`src/rtl/rgb2ycbcr_seq.sv`:
```
// rgb2ycbcr_seq: feeds the RGB->YCbCr converter one block at a time.
// The converter `enable` is held high for the whole block, so it stays high
// after every pixel. Upstream stalls become untagged bubbles. A tag pipeline
// matched to the converter latency frames the converter output into blocks
// and frames.
//
// Handshake: an upstream transfer happens on a rising edge where
// s_valid && s_ready. s_ready is decoded only from the registered state.
// The output stream (m_valid) has no backpressure. Downstream grants a whole
// block in advance through blk_free.
module rgb2ycbcr_seq #(
    parameter int BLOCK_PIXELS     = 64,
    parameter int BLOCKS_PER_FRAME = 4800,
    parameter int CONV_LATENCY     = 3
) (
    input  logic        clk,
    input  logic        rst,
    input  logic        s_valid,
    input  logic [23:0] s_data,
    output logic        s_ready,
    input  logic        blk_free,
    output logic        conv_enable,
    output logic [23:0] conv_data,
    input  logic [23:0] conv_data_out,
    input  logic        conv_enable_out,
    output logic        m_valid,
    output logic [23:0] m_data,
    output logic        m_first,
    output logic        m_last,
    output logic        m_sof,
    output logic        m_eof,
    output logic        busy,
    output logic        err_align,
    output logic [1:0]  dbg_state
);

    localparam int PIX_W = (BLOCK_PIXELS > 1) ? $clog2(BLOCK_PIXELS) : 1;
    localparam int BLK_W = (BLOCKS_PER_FRAME > 1) ? $clog2(BLOCKS_PER_FRAME) : 1;
    localparam logic [PIX_W-1:0] PIX_LAST = PIX_W'(BLOCK_PIXELS - 1);
    localparam logic [BLK_W-1:0] BLK_LAST = BLK_W'(BLOCKS_PER_FRAME - 1);

    localparam logic [1:0] ST_IDLE  = 2'd0;
    localparam logic [1:0] ST_RUN   = 2'd1;
    localparam logic [1:0] ST_FLUSH = 2'd2;

    // Tag bit positions: {valid, first, last, sof, eof}
    localparam int T_VALID = 4;
    localparam int T_FIRST = 3;
    localparam int T_LAST  = 2;
    localparam int T_SOF   = 1;
    localparam int T_EOF   = 0;

    logic [1:0]       state_q, state_d;
    logic [PIX_W-1:0] pix_cnt_q, pix_cnt_d;
    logic [BLK_W-1:0] blk_cnt_q, blk_cnt_d;
    logic [4:0]       tag_d;
    logic [4:0]       tag_q [CONV_LATENCY];
    logic             err_align_q;
    logic             is_first, is_last, blk_first, blk_is_last;
    logic             any_tag_valid;
    logic [4:0]       tag_out;

    assign is_first    = (pix_cnt_q == '0);
    assign is_last     = (pix_cnt_q == PIX_LAST);
    assign blk_first   = (blk_cnt_q == '0);
    assign blk_is_last = (blk_cnt_q == BLK_LAST);

    // Next-state, counters and the stage-0 tag for this cycle's slot
    always_comb begin
        state_d   = state_q;
        pix_cnt_d = pix_cnt_q;
        blk_cnt_d = blk_cnt_q;
        tag_d     = '0;
        case (state_q)
            ST_IDLE: begin
                if (blk_free) begin
                    state_d   = ST_RUN;
                    pix_cnt_d = '0;
                end
            end
            ST_RUN: begin
                if (s_valid) begin
                    tag_d     = {1'b1, is_first, is_last,
                                 is_first && blk_first, is_last && blk_is_last};
                    pix_cnt_d = pix_cnt_q + PIX_W'(1);
                    if (is_last) begin
                        pix_cnt_d = '0;
                        blk_cnt_d = blk_is_last ? '0 : blk_cnt_q + BLK_W'(1);
                        // blk_free only matters here and in IDLE; a mid-block drop is ignored
                        if (!blk_free) begin
                            state_d = ST_FLUSH;
                        end
                    end
                end
            end
            ST_FLUSH: begin
                state_d = ST_IDLE;
            end
            default: begin
                state_d = ST_IDLE;
            end
        endcase
    end

    // Sequencer state and pixel/block counters
    always_ff @(posedge clk or posedge rst) begin
        if (rst) begin
            state_q   <= ST_IDLE;
            pix_cnt_q <= '0;
            blk_cnt_q <= '0;
        end else begin
            state_q   <= state_d;
            pix_cnt_q <= pix_cnt_d;
            blk_cnt_q <= blk_cnt_d;
        end
    end

    // Tag pipeline: shifts every cycle to stay aligned with the converter
    always_ff @(posedge clk or posedge rst) begin
        if (rst) begin
            for (int i = 0; i < CONV_LATENCY; i++) begin
                tag_q[i] <= '0;
            end
        end else begin
            tag_q[0] <= tag_d;
            for (int i = 1; i < CONV_LATENCY; i++) begin
                tag_q[i] <= tag_q[i-1];
            end
        end
    end

    assign tag_out = tag_q[CONV_LATENCY-1];

    // Sticky flag: a tagged slot arrived but the converter reported no output
    always_ff @(posedge clk or posedge rst) begin
        if (rst) begin
            err_align_q <= 1'b0;
        end else if (tag_out[T_VALID] && !conv_enable_out) begin
            err_align_q <= 1'b1;
        end
    end

    // Any pixel still travelling through the converter keeps the block busy
    always_comb begin
        any_tag_valid = 1'b0;
        for (int i = 0; i < CONV_LATENCY; i++) begin
            any_tag_valid = any_tag_valid | tag_q[i][T_VALID];
        end
    end

    assign s_ready     = (state_q == ST_RUN);
    assign conv_enable = (state_q == ST_RUN) || (state_q == ST_FLUSH);
    assign conv_data   = s_data;

    assign m_valid   = tag_out[T_VALID] && conv_enable_out;
    assign m_data    = conv_data_out;
    assign m_first   = tag_out[T_FIRST] && m_valid;
    assign m_last    = tag_out[T_LAST]  && m_valid;
    assign m_sof     = tag_out[T_SOF]   && m_valid;
    assign m_eof     = tag_out[T_EOF]   && m_valid;
    assign busy      = (state_q != ST_IDLE) || any_tag_valid;
    assign err_align = err_align_q;
    assign dbg_state = state_q;

endmodule

```
`config.mk`:
```
export PLATFORM = sky130hd
export DESIGN_NAME = rgb2ycbcr_seq
export DESIGN_NICKNAME = d
export VERILOG_FILES = /design/src/rtl/rgb2ycbcr_seq.sv
export SDC_FILE = /design/constraint.sdc
export NUM_CORES = 1
export LEC_CHECK = 0
export BUFFER_PORTS_ARGS = -buffer_cell sky130_fd_sc_hd__buf_4
export CORE_MARGIN = 2
export CORE_UTILIZATION = 40
export CTS_CLUSTER_DIAMETER = 30
export DETAILED_ROUTE_END_ITERATION = 10
export PLACE_DENSITY_LB_ADDON = 0.05
export SLEW_MARGIN = 20
export SYNTH_ARGS = -nofsm -noshare
export SYNTH_HDL_FRONTEND = slang
export SYNTH_SLANG_ARGS = --single-unit
```
`constraint.sdc`:
```
create_clock -name clk -period 1.8 [get_ports clk]
set_input_delay 0.27 -clock clk [delete_from_list [all_inputs] [get_ports clk]]
set_output_delay 0.27 -clock clk [all_outputs]
set_load 0.01 [all_outputs]
```
==> metrics.cfg <==
[power_and_ir_drop]
power_density_nw_per_um2=1080
leakage_nw=1.07
totalPowerFinal_mw=2.47
ir_drop_mv=0.497

[global_route]
grt_use_total=0.156
grt_pass1_vias=1383
grt_max_degree=38
overflow=0
grt_pass1_wl_mm=7.08
antenna_found_initial=0

[placement]
dp_hpwl_mm=3.27
portBuffers=15
place_congestion=0.781

[die]
io_pins=112
die_y_um=76.2
num_rows=26
die_area_sq_um=5810
die_w_um=76.2
core_area_sq_um=5070
start_util=0.411

[timing]
setup_violations=0
hold_violations=0
fmax_mhz=564
fin_crit_sh=0.985
rsz0062_at_grt=true
slew_violations=0
fin_crit_ns=1.77
setup-tns-final_ns=0
timing.slew.headroom=0.681
tightest_slew_ns=0.478
finalClockSkew_ns=0.0100

[cells_and_area]
layout-drive-gt1-share=0.356
diodes=0
mostFrequentLayoutCells=42 x buf_4, 37 x dfrtp_1, 12 x nand2_1
final_common_cell=buf_4
area_growth_pct=10.3
fill_cells=492
fin_nets=267

[worst_setup_path]
startpoint=dbg_state[1]$_DFFE_PP0P_
critPathArrivalTime_ns=2.00
rrSetupSlack_ns=0.03
end_kind=flip-flop
crit_fanout=4
critPathCapture=blk_cnt_q[12]$_DFFE_PP0P_
worstReg2RegEnd=blk_cnt_q[12]$_DFFE_PP0P_
cp.required_ns=2.03
r2r-start=dbg_state[1]$_DFFE_PP0P_
worstSetupStartpointType=flip-flop
criticalPathCategory=reg -> reg
worst-r2r-cell-count=7

[cts]
cts.path.max_buffers=2
clk_pin_slew_ns=0.08
clk_latency_ns=0.29
cts_hold_buf=0
cts_root_buffer=clkbuf_8
h-tree-depth=2
cts_sinks=37
cts_tree=done
cts_buffers=5

[logic_synthesis]
synthArstFlopShare=1.00
synth-seq-area-share=0.444
ys_ff_latch=37
synth.top_cell.area_share=0.444
synth.top_cells.by_area=dfrtp_1 44%, buf_4 17%, ha_1 4.2%
ys_warn_count=0
synth_nets=266
synth_cell_types=39
avgSynthCellArea_sq_um=10.1
netlist_area_sq_um=2090
synth_largest_area_cell=dfrtp_1
synth_flop_cell=dfrtp_1
synth-edff-count=0
synth_cells=206

[run]
maxCapViolations=0

[routing]
drt-initial-drc-count=39
dr.pass1.iters=4
viasPerCell=5.04
totalWireLength_mm=4.43
drc_errors=0
antenna_left=0
wl_per_cell_um=15.9
vias=1401

[status]
outcome=complete, no violations

[min_path]
hp-class=in -> async

synth_stat cells (3+ instances only):
master     n
inv_1     10
and3_1     7
and2_1     5
a22o_1     4
nand4_1    3
nor4_1     5
xnor2_1    7
nand2b_1   3
ha_1       7
dfrtp_1   37
nand3_1    8
nand2_1   12
or2_2      3
nor2_1     7
buf_4     48
o21ai_0    8
per-stage QoR:
| step | hold slack, ns | cell area [sq um] | setup WS (ns) | cells | util |
|---|---|---|---|---|---|
| 6_report | 0.0881 | 2300 | 0.0262 | 278 | 0.453 |
| 5_1_grt | 0.145 | 2300 | -0.0431 | 278 | 0.453 |
| 4_1_cts | 0.106 | 2230 | -0.0145 | 274 | 0.439 |
| 3_5_place_dp | 0.337 | 2090 | 0.0520 | 262 | 0.412 |
| 3_3_place_gp | 0.333 | 2090 | 0.0679 | 262 | 0.412 |
| 2_1_floorplan | 0.331 | 2110 | 0.00924 | 206 | - |
routing by layer:
layer  up-vias  global-route usage  part of all wire
met5         -                   0                 0
met4         0              0.0927             0.038
met3        34              0.0533             0.082
met2        58               0.253              0.48
met1       651               0.179              0.40
li1        658                   -                 -
flip-flops by register name (all words and copies together), names as in the netlist:
name       cells
blk_cnt_q     13
tag_q         10
pix_cnt_q      6
tag_out        5
dbg_state      2
err_align      1
critical path: stages, from the launching register on:
cell and delay [ns]:
dfrtp_1 0.39, inv_2 0.09, buf_6 0.11, ha_4 0.15, nand4_4 0.07, or2_4 0.25
or4_4 0.51, a21oi_2 0.14
repair_timing:
item | CTS | global route
cloned | 0 | 0
pin swaps | 0 | 7
resized for setup | 6 | 9
buffers inserted | 4 | 4
setup endpoints to repair | 1 | 8
worst min-delay path by stage:
| stage | from | end | slack (ns) | cells after the start |
|---|---|---|---|---|
| after floorplan | tag_q[5]$_DFF_PP0_ | tag_out[0]$_DFF_PP0_ | 0.33 | 0 |
| after global placement | tag_q[12]$_DFF_PP0_ | tag_q[7]$_DFF_PP0_ | 0.33 | 0 |
| after detailed placement | tag_q[12]$_DFF_PP0_ | tag_q[7]$_DFF_PP0_ | 0.34 | 0 |
| after CTS | rst | tag_q[5]$_DFF_PP0_ | 0.11 | 3 |
| after global routing | rst | pix_cnt_q[1]$_DFFE_PP0P_ | 0.14 | 3 |
| final | rst | tag_out[4]$_DFF_PP0_ | 0.09 | 3 |
power by group:
part           switching [mW]  leakage (nW)  total [mW]  internal (mW)
registers              0.0933         0.493        1.02          0.931
clock network           0.311        0.0439       0.579          0.267
logic                   0.393         0.531       0.871          0.478
total                   0.798          1.07        2.47           1.68
final cells by class:
class                      count  area [sq um]  area share
sequential                    37           926       0.402
clock buffer                   5          68.8      0.0299
timing repair buffer          44           338       0.147
multi-input combinational    109           826       0.359
clock inverter                 3          17.5     0.00761
tap                           70          87.6      0.0381
inverter                      10          37.5      0.0163
cells by family (layout without fill, tap and decap cells):
family | Yosys count | in the layout | share of synthesized area
multiplexers | 3 | 3 | 0.0156
AO/OA/AOI/OAI | 22 | 22 | 0.0726
AND/OR/NAND/NOR | 69 | 69 | 0.194
adder cells (fa/ha/maj) | 7 | 7 | 0.0420
flip-flops | 37 | 37 | 0.444
buffers and inverters | 60 | 62 | 0.198
XOR/XNOR | 8 | 8 | 0.0336
(Power assumes the default switching activity.)
